<file path="src/rtl/serial_sched_pkg.sv">
// Shared types and default sizing for the serial adder scheduler.
package serial_sched_pkg;

    // Scheduler FSM states.
    typedef enum logic [1:0] {
        IDLE   = 2'd0,
        LAUNCH = 2'd1,
        WAIT   = 2'd2,
        RESP   = 2'd3
    } sched_state_t;

    localparam int DEF_W       = 16;
    localparam int DEF_NREQ    = 4;
    localparam int DEF_TIMEOUT = 64;

endpackage

</file>
<file path="src/rtl/serial_adder_sched_rr_arbiter.sv">
// Combinational round-robin arbiter: searches from last+1 upward (mod NREQ)
// and returns the first requester found as a one-hot grant plus its index.
module rr_arbiter #(
    parameter int NREQ = 4,
    parameter int IDXW = (NREQ > 1) ? $clog2(NREQ) : 1
) (
    input  logic [NREQ-1:0] req,
    input  logic [IDXW-1:0] last,
    output logic [NREQ-1:0] grant,
    output logic [IDXW-1:0] idx
);

    logic            found_s;
    logic [IDXW-1:0] cand_s;

    // Rotating priority search; the previous winner is examined last.
    always_comb begin
        grant   = '0;
        idx     = '0;
        found_s = 1'b0;
        cand_s  = '0;
        for (int k = 1; k <= NREQ; k++) begin
            cand_s = IDXW'((int'(last) + k) % NREQ);
            if (!found_s && req[cand_s]) begin
                found_s       = 1'b1;
                grant[cand_s] = 1'b1;
                idx           = cand_s;
            end else begin
                found_s = found_s;
            end
        end
    end

endmodule

</file>
<file path="src/rtl/serial_adder_sched.sv">
// Round-robin scheduler sharing one serial_adder among NREQ requesters.
// Every output is driven straight from a flop; a watchdog recovers the adder
// if done never arrives.
module serial_adder_sched
    import serial_sched_pkg::*;
#(
    parameter int NREQ    = DEF_NREQ,
    parameter int W       = DEF_W,
    parameter int TIMEOUT = DEF_TIMEOUT
) (
    input  logic              clk,
    input  logic              reset,
    input  logic [NREQ-1:0]   req,
    input  logic [NREQ*W-1:0] a_in,
    input  logic [NREQ*W-1:0] b_in,
    output logic [NREQ-1:0]   ack,
    output logic [W-1:0]      sum_out,
    output logic              err,
    output logic              busy,
    output logic              adder_start,
    output logic [W-1:0]      adder_a,
    output logic [W-1:0]      adder_b,
    output logic              adder_reset,
    input  logic [W-1:0]      adder_sum,
    input  logic              adder_done
);

    localparam int IDXW = (NREQ > 1) ? $clog2(NREQ) : 1;
    localparam int WDW  = $clog2(TIMEOUT + 1);

    sched_state_t    state_r;
    logic [IDXW-1:0] last_r;
    logic [NREQ-1:0] grant_r;
    logic [WDW-1:0]  wdog_r;
    logic [NREQ-1:0] ack_r;
    logic [W-1:0]    sum_out_r;
    logic            err_r;
    logic            busy_r;
    logic            start_r;
    logic [W-1:0]    adder_a_r;
    logic [W-1:0]    adder_b_r;
    logic            adder_reset_r;

    logic [NREQ-1:0] grant_s;
    logic [IDXW-1:0] idx_s;

    rr_arbiter #(.NREQ(NREQ), .IDXW(IDXW)) u_arb (
        .req   (req),
        .last  (last_r),
        .grant (grant_s),
        .idx   (idx_s)
    );

    // Scheduler FSM; outputs are set on the transition into the state that shows them.
    always_ff @(posedge clk or negedge reset) begin
        if (!reset) begin
            state_r       <= IDLE;
            last_r        <= IDXW'(NREQ - 1);
            grant_r       <= '0;
            wdog_r        <= '0;
            ack_r         <= '0;
            sum_out_r     <= '0;
            err_r         <= 1'b0;
            busy_r        <= 1'b0;
            start_r       <= 1'b0;
            adder_a_r     <= '0;
            adder_b_r     <= '0;
            adder_reset_r <= 1'b0;
        end else begin
            case (state_r)
                IDLE: begin
                    if (|req) begin
                        grant_r   <= grant_s;
                        last_r    <= idx_s;
                        adder_a_r <= a_in[idx_s*W +: W];
                        adder_b_r <= b_in[idx_s*W +: W];
                        start_r   <= 1'b1;
                        busy_r    <= 1'b1;
                        state_r   <= LAUNCH;
                    end else begin
                        state_r   <= IDLE;
                    end
                end
                LAUNCH: begin
                    start_r <= 1'b0;
                    wdog_r  <= '0;
                    state_r <= WAIT;
                end
                WAIT: begin
                    if (adder_done) begin
                        sum_out_r <= adder_sum;
                        err_r     <= 1'b0;
                        ack_r     <= grant_r;
                        state_r   <= RESP;
                    end else if (wdog_r == WDW'(TIMEOUT - 1)) begin
                        // Adder hung: report error with a zero sum and kick its reset.
                        sum_out_r     <= '0;
                        err_r         <= 1'b1;
                        ack_r         <= grant_r;
                        adder_reset_r <= 1'b1;
                        state_r       <= RESP;
                    end else begin
                        wdog_r <= wdog_r + WDW'(1);
                    end
                end
                RESP: begin
                    ack_r         <= '0;
                    sum_out_r     <= '0;
                    err_r         <= 1'b0;
                    adder_reset_r <= 1'b0;
                    busy_r        <= 1'b0;
                    state_r       <= IDLE;
                end
                default: begin
                    ack_r         <= '0;
                    sum_out_r     <= '0;
                    err_r         <= 1'b0;
                    adder_reset_r <= 1'b0;
                    start_r       <= 1'b0;
                    busy_r        <= 1'b0;
                    state_r       <= IDLE;
                end
            endcase
        end
    end

    assign ack         = ack_r;
    assign sum_out     = sum_out_r;
    assign err         = err_r;
    assign busy        = busy_r;
    assign adder_start = start_r;
    assign adder_a     = adder_a_r;
    assign adder_b     = adder_b_r;
    assign adder_reset = adder_reset_r;

endmodule
</file>
<file path="config.mk">
export PLATFORM = sky130hd
export DESIGN_NAME = serial_adder_sched
export DESIGN_NICKNAME = d
export VERILOG_FILES = /design/src/rtl/serial_sched_pkg.sv /design/src/rtl/serial_adder_sched_rr_arbiter.sv /design/src/rtl/serial_adder_sched.sv
export SDC_FILE = /design/constraint.sdc
export NUM_CORES = 1
export LEC_CHECK = 0
export BUFFER_PORTS_ARGS = -buffer_cell sky130_fd_sc_hd__buf_4
export CAP_MARGIN = 10
export CORE_MARGIN = 2
export CORE_UTILIZATION = 45
export DETAILED_ROUTE_END_ITERATION = 10
export PLACE_DENSITY = 0.82
export SETUP_SLACK_MARGIN = 0.2
export SLEW_MARGIN = 10
export SYNTH_ARGS = -nofsm -noshare
export SYNTH_HDL_FRONTEND = slang
export SYNTH_SLANG_ARGS = --single-unit
export TNS_END_PERCENT = 50
</file>
<file path="constraint.sdc">
create_clock -name clk -period 3.4 [get_ports clk]
set_clock_uncertainty 0.05 [all_clocks]
set_input_delay 0.68 -clock clk [delete_from_list [all_inputs] [get_ports clk]]
set_output_delay 0.68 -clock clk [all_outputs]
set_load 0.01 [all_outputs]
</file>
==> flow_summary_export.csv <==
group,metric,value,unit
critical_path,crit_type,"reg2reg",
die,die_w,108,µm
finish,area_delta_synth_final,37.7,%
cts,cts_buffers,9,
timing,fmax,0.330,GHz
cts,cts_sinks,71,
critical_path,worstPathRequired,3.55,ns
placement,port_buffers,206,
critical_path,cp-endpoint,"adder_a[5]$_DFFE_PN0P_",
finish,nets,881,
critical_path,crit_fanout,24,
critical_path,critPathLaunchType,"register",
global_routing,grt_max_degree,72,
hold_path,hold_class,"in2async",
critical_path,worstReg2RegStart,"last_r[1]$_DFFE_PN1P_",
finish,drive_above_1_share,34.6,%
route,wl,15100,µm
placement,place_hpwl,11100,µm
cts,cts-htree-levels,3,
pwr,power.total,6.36,mW
cts,clock_tree.root_cell,"clkbuf_8",
cts,cts_tree,"built",
timing,hold_viol_final,0,
timing,tightestPinTransition,1.05,ns
timing,finalSetupViolCount,0,
finish,multiInputGateArea,2890,µm²
pwr,p_leak,3.26,nW
finish,final_core_util,62.9,%
global_routing,grt.total_usage,25.0,%
timing,drv_slew,0,
placement,dp.cells,845,
timing,fin_ws,0.369,ns
status,outcome,"complete, no violations",
route,drc,0,
die,top_level_ports,207,
timing,fin_setup_tns,0,ns
timing,post-route-min-period,3.03,ns
cts,clk-insertion-delay-late,0.34,ns
critical_path,rr_endpoint,"adder_a[5]$_DFFE_PN0P_",
placement,dpl_cell_area,6530,µm²
route,wl_per_cell,17.5,µm
finish,final_common_cell,"buf_4",
pwr,p_per_area,945,nW/µm²
global_routing,antenna_found_initial,0,
critical_path,crit_path_end_kind,"register",
synth,synth-edff-count,0,
placement,pre_cts_slack,0.272,ns
route,vias,4976,
route,firstDrtPassIters,5,
synth,async_flop_share,100,%
die,rows,38,
finish,fin_cells,862,
synth,yosys_warnings,0,
cts,clk_pin_slew,0.08,ns
synth,ys_seq_elements,71,
die,fp.dieH,108,µm
die,coreArea,10700,µm²
synth,syn-num-nets,696,
timing,fin_crit_sh,89.1,%
finish,final_cell_mix,"buf_4 (218), nand2_1 (85), dfrtp_1 (69)",
synth,synthesis.instances,532,
cts,holdBufCountCts,0,
cts,cts_max_path_buffers,2,
global_routing,grt_first_pass_wirelength,23200,µm
timing,fin_hold_ws,0.414,ns
critical_path,ff2ff_setup_slack,0.37,ns
finish,num-fill-cells,855,
synth,yosysSeqAreaShare,36.4,%
timing,relSlewSlack,29.9,%
synth,syn_avg_cell_area,9.19,µm²
flow_run,drv_cap,0,
finish,seqCellArea,1780,µm²
route,postRouteAntennaNets,0,
critical_path,startpoint,"last_r[1]$_DFFE_PN1P_",
global_routing,grt_pass1_vias,4916,
global_routing,grt_overflow,0,
pwr,ir_drop,0.000717,V
route,via_per_inst,5.77,
route,first_iter_violations,362,
synth,syn_area,4890,µm²
synth,synthFlopType,"dfrtp_1",
critical_path,ff2ff_path_depth,10,
critical_path,critPathArrivalTime,3.18,ns
placement,gp_congestion,0.873,
synth,yosysUniqueCellTypes,52,
finish,design_area,6730,µm²
die,dieArea,11700,µm²
die,initial_core_util,45.7,%
finish,antennaDiodeCount,0,
timing,rsz0062_at_grt,"no",
final cells by class:
type	instances	area share (%)
Clock buffer	11	2.10
Clock inverter	5	0.502
Inverter	8	0.446
Multi-Input combinational cell	407	43.0
Sequential cell	71	26.5
Tap cell	140	2.60
Timing Repair Buffer	220	24.9
Yosys cell counts, types with 2 or more instances:
| cell type | count | area, µm² |
|---|---|---|
| a22oi_1 | 4 | 30.0 |
| mux2i_1 | 68 | 681 |
| clkbuf_1 | 29 | 109 |
| o21ai_0 | 33 | 165 |
| dfrtp_1 | 69 | 1730 |
| nor2b_1 | 3 | 18.8 |
| buf_6 | 3 | 33.8 |
| a221oi_1 | 4 | 35.0 |
| xor2_1 | 4 | 35.0 |
| a22o_1 | 33 | 289 |
| nand3_1 | 3 | 15.0 |
| ha_1 | 13 | 163 |
| mux4_2 | 2 | 45.0 |
| o211ai_1 | 2 | 15.0 |
| dfstp_2 | 2 | 52.6 |
| nor2_1 | 17 | 63.8 |
| nand2b_1 | 31 | 194 |
| o221ai_1 | 32 | 280 |
| nor3_1 | 2 | 10.0 |
| a21oi_1 | 8 | 40.0 |
| o22ai_1 | 31 | 194 |
| and2_1 | 2 | 12.5 |
| o21ai_1 | 3 | 15.0 |
| buf_1 | 3 | 11.3 |
| nand2_1 | 85 | 319 |
| buf_2 | 10 | 50.1 |
| nand4_1 | 4 | 25.0 |
| inv_1 | 8 | 30.0 |
sequential cells by signal, indices dropped and copies added (netlist names):
name,count
adder_a,16
adder_b,16
sum_out,16
wdog_r,7
ack,4
grant_r,4
last_r,2
state_r,2
adder_reset,1
adder_start,1
busy,1
err,1
routing by layer:
metal  up-vias  share of wire [%]  track usage [%]
met5         -                  0                0
met4         0                2.4             10.1
met3        30                8.9             6.03
met2       269                 50             43.2
met1      2326                 39             29.7
li1       2351                  -                -
critical path: stages (launching register included):
cell and delay (ns):
dfstp_2 0.67, inv_1 0.21, ha_1 0.36, buf_4 0.18
a21oi_1 0.14, a32oi_1 0.08, a311o_1 0.30, o21ai_1 0.10
or2_1 0.42, buf_12 0.24, o221ai_1 0.13
cells by family after synthesis:
| group | after synthesis | share of synthesized area [%] |
|---|---|---|
| DFF | 71 | 36.4 |
| buffers and inverters | 54 | 4.94 |
| AOI/OAI and AO/OA | 160 | 23.7 |
| adders and majority gates | 13 | 3.33 |
| muxes | 72 | 15.5 |
| xor gates and xnor gates | 5 | 0.896 |
| and+or+nand+nor | 157 | 15.2 |
power by group:
part / switching [mW] / internal [mW]
Clock: 0.322 / 0.284
Sequential: 0.270 / 1.23
Combinational: 2.31 / 1.94
Total: 2.90 / 3.46
worst min-delay path by stage:
stage,start,cells past startpoint,slack (ns),endpoint
after CTS,ack[1]$_DFFE_PN0P_,2,0.44,ack[1]$_DFFE_PN0P_
final,reset,1,0.41,wdog_r[5]$_DFFE_PN0P_
after global routing,sum_out[3]$_DFFE_PN0P_,2,0.46,sum_out[3]$_DFFE_PN0P_
after floorplan,reset,0,0.33,ack[0]$_DFFE_PN0P_
after detailed placement,sum_out[3]$_DFFE_PN0P_,2,0.43,sum_out[3]$_DFFE_PN0P_
after global placement,sum_out[0]$_DFFE_PN0P_,2,0.41,sum_out[0]$_DFFE_PN0P_
timing repair:
action	in CTS	in global routing
setup endpoints to repair	0	22
resized for setup	0	2
buffers inserted	0	1
(Power assumes the default switching activity.)
